`config.mk`:
```
export PLATFORM = sky130hd
export DESIGN_NAME = sample_bank_scheduler
export DESIGN_NICKNAME = d
export VERILOG_FILES = /design/src/rtl/sample_bank_scheduler.sv
export SDC_FILE = /design/constraint.sdc
export NUM_CORES = 1
export LEC_CHECK = 0
export BUFFER_PORTS_ARGS = -buffer_cell sky130_fd_sc_hd__buf_2
export CORE_ASPECT_RATIO = 2
export CORE_MARGIN = 4
export CORE_UTILIZATION = 35
export DETAILED_ROUTE_END_ITERATION = 10
export RECOVER_POWER = 25
export SYNTH_ARGS = -nofsm -noshare
export SYNTH_HDL_FRONTEND = slang
export SYNTH_SLANG_ARGS = --single-unit
```
`constraint.sdc`:
```
create_clock -name CLOCK -period 2.8 [get_ports CLOCK]
set_clock_uncertainty 0.05 [all_clocks]
set_input_delay 0.7 -clock CLOCK [delete_from_list [all_inputs] [get_ports CLOCK]]
set_output_delay 0.7 -clock CLOCK [all_outputs]
set_load 0.05 [all_outputs]
```
`src/rtl/sample_bank_scheduler.sv`:
```
// Ping-pong scheduler for a two-bank sample RAM. The ADC capture path fills one
// bank while the FFT engine is streamed the other completed bank. This block
// drives every RAM control signal.
module sample_bank_scheduler #(
  parameter int unsigned FRAME_LOG2 = 14,
  parameter int unsigned DATA_W     = 12
) (
  input  logic                  CLOCK,
  input  logic                  RESET,
  input  logic [DATA_W-1:0]     adc_measurements,
  input  logic                  is_receiving_measurements,
  input  logic                  button_pressed,
  input  logic                  fft_ready,
  input  logic                  fft_done,
  output logic                  ram_wr_en,
  output logic                  ram_wr_bank,
  output logic [FRAME_LOG2-1:0] ram_wr_address,
  output logic [DATA_W-1:0]     ram_wr_data,
  output logic                  ram_rd_en,
  output logic                  ram_rd_bank,
  output logic [FRAME_LOG2-1:0] ram_rd_address,
  output logic                  frame_valid,
  output logic                  frame_first,
  output logic                  frame_last,
  output logic                  recording,
  output logic                  overrun
);

  localparam logic [FRAME_LOG2-1:0] LastAddr = {FRAME_LOG2{1'b1}};

  typedef enum logic {
    CIdle,
    CCapture
  } cap_state_e;

  typedef enum logic [1:0] {
    RIdle,
    RWait,
    RStream,
    RBusy
  } rd_state_e;

  cap_state_e            r_cap_state;
  rd_state_e             r_rd_state;
  logic [1:0]            r_full;
  logic                  r_oldest;     // bank filled first when both are full
  logic                  r_wr_bank;
  logic [FRAME_LOG2-1:0] r_wr_count;
  logic                  r_rd_bank;
  logic [FRAME_LOG2-1:0] r_rd_addr;
  logic                  r_rd_en;
  logic                  r_wr_en;
  logic                  r_wr_out_bank;
  logic [FRAME_LOG2-1:0] r_wr_addr;
  logic [DATA_W-1:0]     r_wr_data;
  logic                  r_recording;
  logic                  r_overrun;
  logic                  r_frame_valid;
  logic                  r_frame_first;
  logic                  r_frame_last;

  logic [1:0]            w_free;
  logic                  w_strobe;
  logic                  w_wr_accept;
  logic                  w_wr_last;
  logic                  w_rd_release;

  // Bank availability and the write/release events that update the full flags.
  always_comb begin
    w_free       = 2'b00;
    w_free[0]    = !r_full[0] && !((r_rd_state != RIdle) && (r_rd_bank == 1'b0));
    w_free[1]    = !r_full[1] && !((r_rd_state != RIdle) && (r_rd_bank == 1'b1));
    // A press in the same cycle always wins over the strobe.
    w_strobe     = (r_cap_state == CCapture) && is_receiving_measurements && !button_pressed;
    w_wr_accept  = w_strobe && w_free[r_wr_bank];
    w_wr_last    = w_wr_accept && (r_wr_count == LastAddr);
    w_rd_release = (r_rd_state == RBusy) && fft_done;
  end

  // Full flags and fill order; set on the last accepted write, cleared on fft_done.
  always_ff @(posedge CLOCK) begin
    if (RESET) begin
      r_full   <= 2'b00;
      r_oldest <= 1'b0;
    end else begin
      if (w_wr_last) begin
        r_full[r_wr_bank] <= 1'b1;
        // The other bank stays older only if it remains full after this cycle.
        r_oldest <= (r_full[!r_wr_bank] && !(w_rd_release && (r_rd_bank == !r_wr_bank)))
                    ? !r_wr_bank : r_wr_bank;
      end
      if (w_rd_release) begin
        r_full[r_rd_bank] <= 1'b0;
      end
    end
  end

  // Capture FSM: start/stop on button, registered RAM write port, overrun flag.
  always_ff @(posedge CLOCK) begin
    if (RESET) begin
      r_cap_state   <= CIdle;
      r_recording   <= 1'b0;
      r_overrun     <= 1'b0;
      r_wr_bank     <= 1'b0;
      r_wr_count    <= '0;
      r_wr_en       <= 1'b0;
      r_wr_out_bank <= 1'b0;
      r_wr_addr     <= '0;
      r_wr_data     <= '0;
    end else begin
      r_wr_en <= 1'b0;
      case (r_cap_state)
        CIdle: begin
          if (button_pressed) begin
            r_cap_state <= CCapture;
            r_recording <= 1'b1;
            r_overrun   <= 1'b0;
            r_wr_count  <= '0;
            r_wr_bank   <= w_free[0] ? 1'b0 : 1'b1;
          end
        end
        CCapture: begin
          if (button_pressed) begin
            // Partial frame is abandoned; its bank never becomes full.
            r_cap_state <= CIdle;
            r_recording <= 1'b0;
            r_wr_count  <= '0;
          end else if (is_receiving_measurements) begin
            if (w_free[r_wr_bank]) begin
              r_wr_en       <= 1'b1;
              r_wr_out_bank <= r_wr_bank;
              r_wr_addr     <= r_wr_count;
              r_wr_data     <= adc_measurements;
              r_wr_count    <= r_wr_count + 1'b1;
              if (r_wr_count == LastAddr) begin
                r_wr_bank <= !r_wr_bank;
              end
            end else begin
              r_overrun <= 1'b1;
            end
          end
        end
        default: r_cap_state <= CIdle;
      endcase
    end
  end

  // Read FSM: pick the older full bank, wait for the FFT, stream, wait for done.
  always_ff @(posedge CLOCK) begin
    if (RESET) begin
      r_rd_state    <= RIdle;
      r_rd_bank     <= 1'b0;
      r_rd_addr     <= '0;
      r_rd_en       <= 1'b0;
      r_frame_valid <= 1'b0;
      r_frame_first <= 1'b0;
      r_frame_last  <= 1'b0;
    end else begin
      // Frame strobes track the RAM's one-cycle read latency.
      r_frame_valid <= r_rd_en;
      r_frame_first <= r_rd_en && (r_rd_addr == '0);
      r_frame_last  <= r_rd_en && (r_rd_addr == LastAddr);
      case (r_rd_state)
        RIdle: begin
          if (|r_full) begin
            r_rd_state <= RWait;
            r_rd_bank  <= (&r_full) ? r_oldest : r_full[1];
          end
        end
        RWait: begin
          if (fft_ready) begin
            r_rd_state <= RStream;
            r_rd_en    <= 1'b1;
            r_rd_addr  <= '0;
          end
        end
        RStream: begin
          if (r_rd_addr == LastAddr) begin
            r_rd_en    <= 1'b0;
            r_rd_state <= RBusy;
          end else begin
            r_rd_addr <= r_rd_addr + 1'b1;
          end
        end
        RBusy: begin
          if (fft_done) begin
            r_rd_state <= RIdle;
          end
        end
        default: r_rd_state <= RIdle;
      endcase
    end
  end

  assign ram_wr_en      = r_wr_en;
  assign ram_wr_bank    = r_wr_out_bank;
  assign ram_wr_address = r_wr_addr;
  assign ram_wr_data    = r_wr_data;
  assign ram_rd_en      = r_rd_en;
  assign ram_rd_bank    = r_rd_bank;
  assign ram_rd_address = r_rd_addr;
  assign frame_valid    = r_frame_valid;
  assign frame_first    = r_frame_first;
  assign frame_last     = r_frame_last;
  assign recording      = r_recording;
  assign overrun        = r_overrun;

endmodule

```
==> results of run 1 <==
[per-layer routing]
layer  global-route usage (%)  vias to the layer above  share of wire (%)
met5                        0                        -                  0
met4                     8.00                        0                2.5
met3                     3.65                       20                5.1
met2                     32.7                       99                 56
met1                     17.2                     1654                 37
li1                         -                     1707                  -
[sequential cells by signal (all words and copies together), names as in the netlist]
register,cells
recording,1
r_oldest,1
ram_wr_en,1
ram_wr_address,14
r_wr_bank,1
frame_first,1
frame_last,1
ram_rd_address,14
frame_valid,1
ram_rd_bank,1
r_cap_state,1
ram_rd_en,1
r_wr_count,14
overrun,1
r_full,2
ram_wr_data,12
r_rd_state,2
ram_wr_bank,1
[Yosys cell counts (3+ instances only)]
master and n:
nand2b_1 5, o221a_2 4, nand4_1 7, a31oi_1 3, dfxtp_1 70, o41ai_1 6, nor4_1 7, or3_1 5
a211oi_1 4, a21oi_1 47, nor2b_1 5, buf_1 4, nand2_1 23, a41oi_1 4, nand3_1 41, o211ai_1 4
o21ai_0 36, o31ai_1 7, and4_1 3, ha_1 10, clkbuf_1 22, and3_1 4, nor2_1 12, a311oi_1 5
buf_2 5, and2_1 3, nand4b_1 4, mux2i_1 4, inv_1 18, or4_1 9, nor3_1 6
[cells in the final DEF, fill, tap and decap left out, drive strengths merged, types with 5 or more instances in the layout]
| cell | n |
|---|---|
| dfxtp | 70 |
| or4 | 11 |
| a311oi | 5 |
| nor2 | 12 |
| clkbuf | 36 |
| or3 | 5 |
| nand4 | 8 |
| o41ai | 6 |
| inv | 18 |
| nand2 | 23 |
| buf | 49 |
| nand3 | 42 |
| nand2b | 5 |
| o21ai | 36 |
| nor2b | 5 |
| nor3 | 6 |
| a21oi | 47 |
| nor4 | 8 |
| ha | 10 |
| o31ai | 7 |
| and3 | 5 |
| a211oi | 5 |
[power breakdown]
group          total, uW  switching [uW]  internal, uW  leakage, uW
Sequential          1050            26.5          1020     0.000565
Clock               1190             414           778     0.000152
Combinational        367             264           103     0.000744
[cells by family after synthesis]
family	share of synthesized area, %
and+or+nand+nor	24.6
muxes	1.13
adders and majority gates	3.53
AOI/OAI and AO/OA	25.5
DFF	39.6
buffers and inverters	5.69
[how the worst max path moves through the flow]
stage,startpoint,to,cells after the start
after floorplan,ram_rd_address[1],r_rd_state[1],6
after global placement,button_pressed,r_wr_count[12],6
after detailed placement,button_pressed,r_wr_count[12],6
after CTS,r_rd_state[0],r_wr_count[2],7
after global routing,r_rd_state[0],r_wr_count[4],7
final,RESET,frame_first,5
[through the flow]
step,cells,setup slack [ns],util (%),total power (uW)
after floorplan,422,0.390,-,1340
after global placement,597,0.369,40.5,1440
after detailed placement,597,0.306,40.5,1440
after CTS,613,0.521,43.7,2660
after global routing,613,0.255,43.3,2740
final,613,0.520,43.3,2610
[area by class of cell]
class | count | area (um^2) | share of cell area (%)
Tap cell | 132 | 165 | 3.88
Inverter | 18 | 67.6 | 1.59
Multi-Input combinational cell | 302 | 1940 | 45.6
Clock inverter | 6 | 86.3 | 2.03
Timing Repair Buffer | 75 | 365 | 8.58
Clock buffer | 10 | 229 | 5.38
Sequential cell | 70 | 1400 | 32.9
[critical path, delay by kind of cell]
kind / cells / cell delay, ns
buffers and inverters: 2 / 1.12
AND/OR/NAND/NOR: 3 / 0.62
==> impl_results.rst, run 1 <==
.. list-table::
   :header-rows: 1

   * - Metric
     - Value
   * - Worst hold path class
     - flop to flop
   * - Setup Fix Bufs, Post-CTS
     - 0
   * - Critical R2R Launch
     - r_rd_state[0]
   * - Antenna-violating nets left
     - 0
   * - Final RePlAce weighted congestion
     - 0.952
   * - Syn_area_per_cell
     - 8.39 um^2
   * - Routed vias
     - 3480
   * - Clock tree from TritonCTS
     - yes
   * - Number of vias per cell
     - 5.68
   * - Number of cells traversed by the worst hold path
     - 2
   * - Req. time, crit path
     - 2.96 ns
   * - Layout Nets
     - 504
   * - Element type at the critical path end
     - flop
   * - Reg-to-reg critical path endpoint
     - r_wr_count[10]
   * - Fmax
     - 439 MHz
   * - Die Footprint
     - 11900 um^2
   * - Core region area
     - 9830 um^2
   * - Number of synthesized register bits
     - 70
   * - Die width
     - 79.1 um
   * - Sequence of cells on the critical path
     - clkbuf_1 -> inv_1 -> nand2_1 -> nor4_1 -> and4_1
   * - Worst-margin pin slew
     - 0.921 ns
   * - Maximum fanout count along the critical path
     - 20
   * - Power per cell area
     - 613 nW/um^2
   * - Minimum period implied by the final worst setup slack
     - 2.28 ns
   * - Number of different library cells in the post-synthesis netlist
     - 60
   * - Biggest area contributors in the synthesized netlist
     - dfxtp_1 40%, a21oi_1 6.6%, nand3_1 5.8%
   * - Vertical die dimension
     - 150 um
   * - Area share of the leading cell type in the synthesized netlist
     - 39.6%
   * - Clock input transition at the sequential cells of the worst setup and hold paths
     - 0.06 ns
   * - Run status
     - finished, final reports clean
   * - Starting Density
     - 36.0%
   * - Ratio of final minimum period to clock period
     - 81.4%
   * - Number of failing setup endpoints in the final timing report
     - 0
   * - Final-layout fill cell count
     - 1041
   * - Post-synthesis to final-layout area growth
     - 20.3%
   * - Number of hold buffers added after CTS
     - 0
   * - Clock root buffer
     - clkbuf_16
   * - Later-pin clock latency in the skew report
     - 0.32 ns
   * - Post-route DRC violation count
     - 0
   * - Worst slew margin relative to its limit
     - 38.6%
   * - Mapped Area
     - 3540 um^2
   * - Path depth of the worst reg2reg path
     - 7
   * - Aggregate global routing overflow
     - 0
   * - Setup repair after global routing missed its margin
     - false
   * - Critical hold path startpoint
     - ram_wr_address[10]
   * - Max-slew violation count
     - 0
   * - Slowest library cell on the worst path
     - clkbuf_1
   * - Post-synth EDFFs
     - 0
   * - Number of antenna violations at the first check in global routing
     - 0
   * - Final Instance Area
     - 4260 um^2
   * - Synthesized Nets
     - 450
   * - Startpoint class of the critical path
     - primary input
   * - Maximum count of clock buffers along a single path
     - 2
   * - Total leakage power
     - 0.00146 uW
   * - Post-placement cell area
     - 3980 um^2
   * - Clk sinks
     - 70
   * - Max incr delay on CP
     - 0.67 ns
   * - Data arrival time of the critical path
     - 2.44 ns
   * - Input/output buffers
     - 66
   * - Gate count of the mapped netlist
     - 422
   * - Number of core rows
     - 51
   * - First-iteration detailed-routing DRC count
     - 199
   * - IO Pins
     - 67
   * - H-Tree Level Count
     - 3
   * - Final total negative setup slack
     - 0 ns
   * - Endpoint of the worst hold path
     - ram_wr_address[10]
   * - Number of warnings printed during yosys synthesis
     - 0
   * - Cells resized by post-CTS repair
     - 0
   * - Vias in the first global route
     - 3363
   * - Setup CP Type
     - primary input to flop
   * - Main synth FF type
     - dfxtp_1
   * - Wire length of the first global-routing pass
     - 16200 um
   * - Worst VDD drop
     - 0.313 mV
   * - Routed wire length
     - 10000 um
   * - Sequential area share after synthesis
     - 39.6%
   * - HPWL Detailed
     - 7430 um
   * - R2R setup slack
     - 0.52 ns
   * - Largest area contributor in the synthesized netlist
     - dfxtp_1
   * - Hold Fails Final Rpt
     - 0
   * - Average detailed-routed wire length per instance
     - 16.4 um
   * - Number of detailed-routing iterations run before antenna repair
     - 5
   * - Overall global routing resource usage
     - 17.2%
   * - Share of layout cells above drive strength 1
     - 17.0%
   * - Antenna diodes
     - 0
   * - Async set-reset flop share out of synthesis
     - 0%
   * - Pin count of the biggest net entering global routing
     - 33
   * - Post-route worst hold slack
     - 0.419 ns
   * - Maxcap violations
     - 0
   * - Clock buffers created by TritonCTS
     - 9
(Power assumes the default switching activity.)
==> run 2, diff against run 1 <==
==> constraint.sdc (replaced) <==
create_clock -name CLOCK -period 2.15 [get_ports CLOCK]
set_clock_uncertainty 0.05 [all_clocks]
set_input_delay 0.5375 -clock CLOCK [delete_from_list [all_inputs] [get_ports CLOCK]]
set_output_delay 0.5375 -clock CLOCK [all_outputs]
set_load 0.05 [all_outputs]
==> impl_results.rst, run 2 (same netlist as run 1, synthesis figures left out) <==
.. list-table::
   :header-rows: 1

   * - Metric
     - Value
   * - Final-layout fill cell count
     - 979
   * - Number of vias per cell
     - 5.65
   * - Maxcap violations
     - 0
   * - Minimum period implied by the final worst setup slack
     - 1.97 ns
   * - Setup CP Type
     - flop to flop
   * - Vertical die dimension
     - 150 um
   * - Number of failing setup endpoints in the final timing report
     - 0
   * - Number of antenna violations at the first check in global routing
     - 0
   * - Sequential cell area
     - 1420 um^2
   * - Final total negative setup slack
     - 0 ns
   * - Critical R2R Launch
     - r_rd_state[1]
   * - Post-synthesis to final-layout area growth
     - 28.2%
   * - Number of hold buffers added after CTS
     - 0
   * - Number of core rows
     - 51
   * - Hold Fails Final Rpt
     - 0
   * - Starting Density
     - 36.0%
   * - Most common library cell in the layout ignoring fill and taps
     - dfxtp_1
   * - Share of layout cells above drive strength 1
     - 24.1%
   * - Data arrival time of the critical path
     - 2.18 ns
   * - Core region area
     - 9830 um^2
   * - Pin count of the biggest net entering global routing
     - 30
   * - Clock root buffer
     - clkbuf_16
   * - Combined area of the multi-input logic cells
     - 1960 um^2
   * - Final RePlAce weighted congestion
     - 0.909
   * - Worst VDD drop
     - 0.380 mV
   * - Die width
     - 79.1 um
   * - Post-placement cell area
     - 4230 um^2
   * - Clock input transition at the sequential cells of the worst setup and hold paths
     - 0.06 ns
   * - Routed wire length
     - 10400 um
   * - Startpoint class of the critical path
     - flop
   * - Run status
     - finished, final reports clean
   * - Placed Cells incl. Taps
     - 627
   * - Input/output buffers
     - 66
   * - Die Footprint
     - 11900 um^2
   * - Maximum fanout count along the critical path
     - 22
   * - Antenna diodes
     - 0
   * - Power per cell area
     - 772 nW/um^2
   * - Routed vias
     - 3630
   * - Average detailed-routed wire length per instance
     - 16.2 um
   * - Slowest library cell on the worst path
     - o221a_4
   * - Critical hold path startpoint
     - adc_measurements[9]
   * - Sequence of cells on the critical path
     - inv_1 -> ha_4 -> o21bai_1 -> o221a_4 -> buf_4 -> nor4b_2 -> mux2i_1
   * - Layout Nets
     - 534
   * - H-Tree Level Count
     - 3
   * - Clk sinks
     - 70
   * - Clock buffers created by TritonCTS
     - 9
   * - HPWL Detailed
     - 7810 um
   * - Setup repair after global routing missed its margin
     - false
   * - Worst hold path class
     - primary input to flop
   * - Total leakage power
     - 0.00163 uW
   * - Fmax
     - 508 MHz
   * - Wire length of the first global-routing pass
     - 17100 um
   * - Worst slew margin relative to its limit
     - 36.6%
   * - Commonest non-fill, non-tap cells in the layout
     - 62 x dfxtp_1, 47 x a21oi_1, 41 x nand3_1, 41 x buf_2, 37 x buf_4
   * - Post-route DRC violation count
     - 0
   * - Max incr delay on CP
     - 0.37 ns
   * - IO Pins
     - 67
   * - Ratio of final minimum period to clock period
     - 91.6%
   * - Fin cells
     - 643
   * - Max-slew violation count
     - 0
   * - Antenna-violating nets left
     - 0
   * - Vias in the first global route
     - 3636
   * - Aggregate global routing overflow
     - 0
   * - Overall global routing resource usage
     - 18.1%
   * - Later-pin clock latency in the skew report
     - 0.34 ns
   * - Final Instance Area
     - 4540 um^2
   * - Startpoint of the worst setup timing path
     - r_rd_state[1]
   * - Worst-margin pin slew
     - 0.951 ns
   * - Element type at the critical path end
     - flop
   * - First-iteration detailed-routing DRC count
     - 287
   * - Maximum count of clock buffers along a single path
     - 2
   * - Number of detailed-routing iterations run before antenna repair
     - 4
   * - Req. time, crit path
     - 2.37 ns
   * - Clock tree from TritonCTS
     - yes
==> run 2: area by class of cell <==
cell class | instances | share of cell area [%]
clock buffers | 9 | 4.96
clock inverters | 7 | 2.12
inverters | 18 | 1.49
multi-input cells | 302 | 43.3
flip-flops and latches | 70 | 31.2
well taps | 132 | 3.64
repair buffers | 105 | 13.3
==> run 2: worst paths after layout <==
kind / endpoint / slack (ns) / cells past startpoint
min reg2reg: ram_wr_address[7] / 0.42 / 2
max: r_wr_count[9] / 0.18 / 7
min: ram_wr_data[9] / 0.40 / 3
max reg2reg: r_wr_count[9] / 0.18 / 7
==> run 2: stage by stage <==
step | total power, uW | worst slack [ns] | hold slack, ns | utilization (%)
global placement | 1920 | -0.0191 | 0.409 | 43.0
finish | 3500 | 0.182 | 0.397 | 46.2
detailed placement | 1930 | -0.0733 | 0.416 | 43.0
CTS | 3540 | 0.0438 | 0.385 | 46.3
floorplan | 1740 | 0.00331 | 0.409 | -
global route | 3650 | 0.0535 | 0.406 | 46.2
==> run 2: power by group <==
part           internal, uW  switching [uW]  total (uW)
clock network          1020             579        1600
logic                   177             377         555
registers              1330            21.1        1350
==> run 2: worst max-delay path: cells and delay by family, from the launching register on <==
kind	cells	cell delay [ns]
mux	1	0.21
simple gates	1	0.31
compound gates	2	0.49
buf+inv	2	0.30
flops	1	0.33
fa+ha+maj	1	0.20
==> run 2: repair_timing <==
item                                    CTS  global route
endpoints found under the setup margin    4            13
gates resized for setup                   1             2
buffers inserted                          0             0
==> run 2: metal layers <==
layer | share of wire, % | track usage (%)
met3 | 3.8 | 4.19
met2 | 56 | 33.8
met5 | 0 | 0
met4 | 4.1 | 9.81
met1 | 36 | 18.0
==> run 3, diff against run 2 <==
--- a/config.mk
+++ b/config.mk
@@ -8,8 +8,9 @@
 export BUFFER_PORTS_ARGS = -buffer_cell sky130_fd_sc_hd__buf_2
 export CORE_ASPECT_RATIO = 2
 export CORE_MARGIN = 4
-export CORE_UTILIZATION = 35
+export CORE_UTILIZATION = 55
 export DETAILED_ROUTE_END_ITERATION = 10
+export PLACE_DENSITY = 0.79
 export RECOVER_POWER = 25
 export SYNTH_ARGS = -nofsm -noshare
 export SYNTH_HDL_FRONTEND = slang
==> impl_results.rst, run 3 (same netlist as run 1, synthesis figures left out) <==
.. list-table::
   :header-rows: 1

   * - Metric
     - Value
   * - Run status
     - finished, final reports clean
   * - Total leakage power
     - 0.00160 uW
   * - Core region area
     - 6310 um^2
   * - Setup repair after global routing missed its margin
     - false
   * - Fmax
     - 490 MHz
   * - Clock buffers created by TritonCTS
     - 9
   * - Slowest library cell on the worst path
     - or4_4
   * - Post-route DRC violation count
     - 0
   * - Startpoint class of the critical path
     - flop
   * - Maxcap violations
     - 0
   * - Minimum period implied by the final worst setup slack
     - 2.04 ns
   * - HPWL Detailed
     - 7650 um
   * - Post-synthesis to final-layout area growth
     - 25.7%
   * - Input/output buffers
     - 66
   * - Worst hold path class
     - primary input to flop
   * - Critical R2R Launch
     - r_cap_state
   * - Worst-margin pin slew
     - 0.655 ns
   * - Final-layout fill cell count
     - 526
   * - Die Footprint
     - 7860 um^2
   * - Later-pin clock latency in the skew report
     - 0.33 ns
   * - Vertical die dimension
     - 121 um
   * - Worst VDD drop
     - 0.457 mV
   * - Element type at the critical path end
     - flop
   * - Die width
     - 64.7 um
   * - Number of failing setup endpoints in the final timing report
     - 0
   * - Power per cell area
     - 785 nW/um^2
   * - Req. time, crit path
     - 2.35 ns
   * - Post-route worst hold slack
     - 0.400 ns
   * - Util after Layout
     - 70.5%
   * - Sequence of cells on the critical path
     - inv_1 -> ha_1 -> or4_4 -> or4_1 -> a21oi_1
   * - Path depth of the worst reg2reg path
     - 5
   * - Routed wire length
     - 10800 um
   * - Hold Fails Final Rpt
     - 0
   * - Clock tree from TritonCTS
     - yes
   * - Number of vias per cell
     - 6.28
   * - Number of hold buffers added after CTS
     - 0
   * - Layout Nets
     - 531
   * - Number of detailed-routing iterations run before antenna repair
     - 5
   * - Most common library cell in the layout ignoring fill and taps
     - dfxtp_1
   * - Number of cells traversed by the worst hold path
     - 3
   * - Max incr delay on CP
     - 0.59 ns
   * - Final total negative setup slack
     - 0 ns
   * - R2R setup slack
     - 0.11 ns
   * - Clk sinks
     - 70
   * - Endpoint of the worst hold path
     - ram_wr_data[5]
   * - Aggregate global routing overflow
     - 0
   * - Final RePlAce weighted congestion
     - 0.987
   * - Clock root buffer
     - clkbuf_16
   * - Share of layout cells above drive strength 1
     - 22.8%
   * - Maximum fanout count along the critical path
     - 6
   * - Average detailed-routed wire length per instance
     - 18.1 um
   * - Placed Cells incl. Taps
     - 578
   * - Antenna diodes
     - 0
   * - Number of antenna violations at the first check in global routing
     - 0
   * - Commonest non-fill, non-tap cells in the layout
     - 62 x dfxtp_1, 47 x a21oi_1, 41 x nand3_1, 41 x buf_2, 36 x o21ai_0
   * - Critical hold path startpoint
     - adc_measurements[5]
   * - Clock input transition at the sequential cells of the worst setup and hold paths
     - 0.06 ns
   * - Max-slew violation count
     - 0
   * - Data arrival time of the critical path
     - 2.24 ns
   * - Setup CP Type
     - flop to flop
   * - Overall global routing resource usage
     - 28.2%
   * - Pin count of the biggest net entering global routing
     - 31
   * - IO Pins
     - 67
   * - First-iteration detailed-routing DRC count
     - 428
   * - Vias in the first global route
     - 3661
   * - Maximum count of clock buffers along a single path
     - 2
   * - Starting Density
     - 56.1%
   * - Reg-to-reg critical path endpoint
     - r_wr_count[12]
   * - Number of core rows
     - 41
   * - Worst slew margin relative to its limit
     - 56.5%
   * - H-Tree Level Count
     - 3
   * - Wire length of the first global-routing pass
     - 17200 um
   * - Routed vias
     - 3729
   * - Fin cells
     - 594
   * - Ratio of final minimum period to clock period
     - 94.9%
   * - Antenna-violating nets left
     - 0
[run 3: layer usage]
| metal | track usage (%) | routed length (um) | vias up |
|---|---|---|---|
| li1 | - | - | 1768 |
| met4 | 16.3 | 437 | 0 |
| met3 | 6.21 | 525 | 42 |
| met2 | 52.1 | 5990 | 153 |
| met5 | 0 | 0 | - |
| met1 | 27.9 | 3810 | 1766 |
[run 3: stage by stage]
step | setup slack, ns | total power (uW) | area [um^2]
finish | 0.109 | 3490 | 4450
global route | 0.0123 | 3610 | 4450
CTS | 0.118 | 3500 | 4480
detailed placement | -0.107 | 1940 | 4160
global placement | -0.0647 | 1930 | 4160
floorplan | 0.00331 | 1740 | 3550
[run 3: how the worst max path moves through the flow]
stage                           start            endpoint  slack [ns]  cells after the start
global placement       button_pressed      r_wr_count[12]       -0.06                      6
global route        ram_rd_address[4]  ram_rd_address[12]        0.01                      5
CTS                       r_cap_state      r_wr_count[12]        0.12                      5
finish                    r_cap_state      r_wr_count[12]        0.11                      5
floorplan           ram_rd_address[9]       r_rd_state[1]       0.003                      5
detailed placement     button_pressed      r_wr_count[12]       -0.11                      6
[run 3: repair_timing]
action,CTS,global route
setup endpoints to repair,0,5
resized for setup,0,2
setup buffers,0,0
[run 3: layout make-up]
| cell class | count | area (um^2) | share of cell area, % |
|---|---|---|---|
| Clock inverter | 5 | 83.8 | 1.88 |
| Clock buffer | 11 | 233 | 5.23 |
| Multi-Input combinational cell | 302 | 1950 | 43.9 |
| Tap cell | 86 | 108 | 2.42 |
| Sequential cell | 70 | 1420 | 31.8 |
| Inverter | 18 | 67.6 | 1.52 |
| Timing Repair Buffer | 102 | 587 | 13.2 |
[run 3: worst max-delay path, delay by kind of cell, from the launching register on]
family	cells	cell delay, ns
AO/OA/AOI/OAI	1	0.19
buffers and inverters	1	0.10
flip-flops	1	0.32
adder cells (fa/ha/maj)	1	0.24
AND/OR/NAND/NOR	2	1.07
[run 3: power by group]
group / total, uW / switching, uW / leakage [uW] / internal (uW)
clock network: 1570 / 555 / 0.000146 / 1020
logic: 563 / 378 / 0.000882 / 186
registers: 1360 / 25.2 / 0.000570 / 1330
total: 3490 / 958 / 0.00160 / 2530
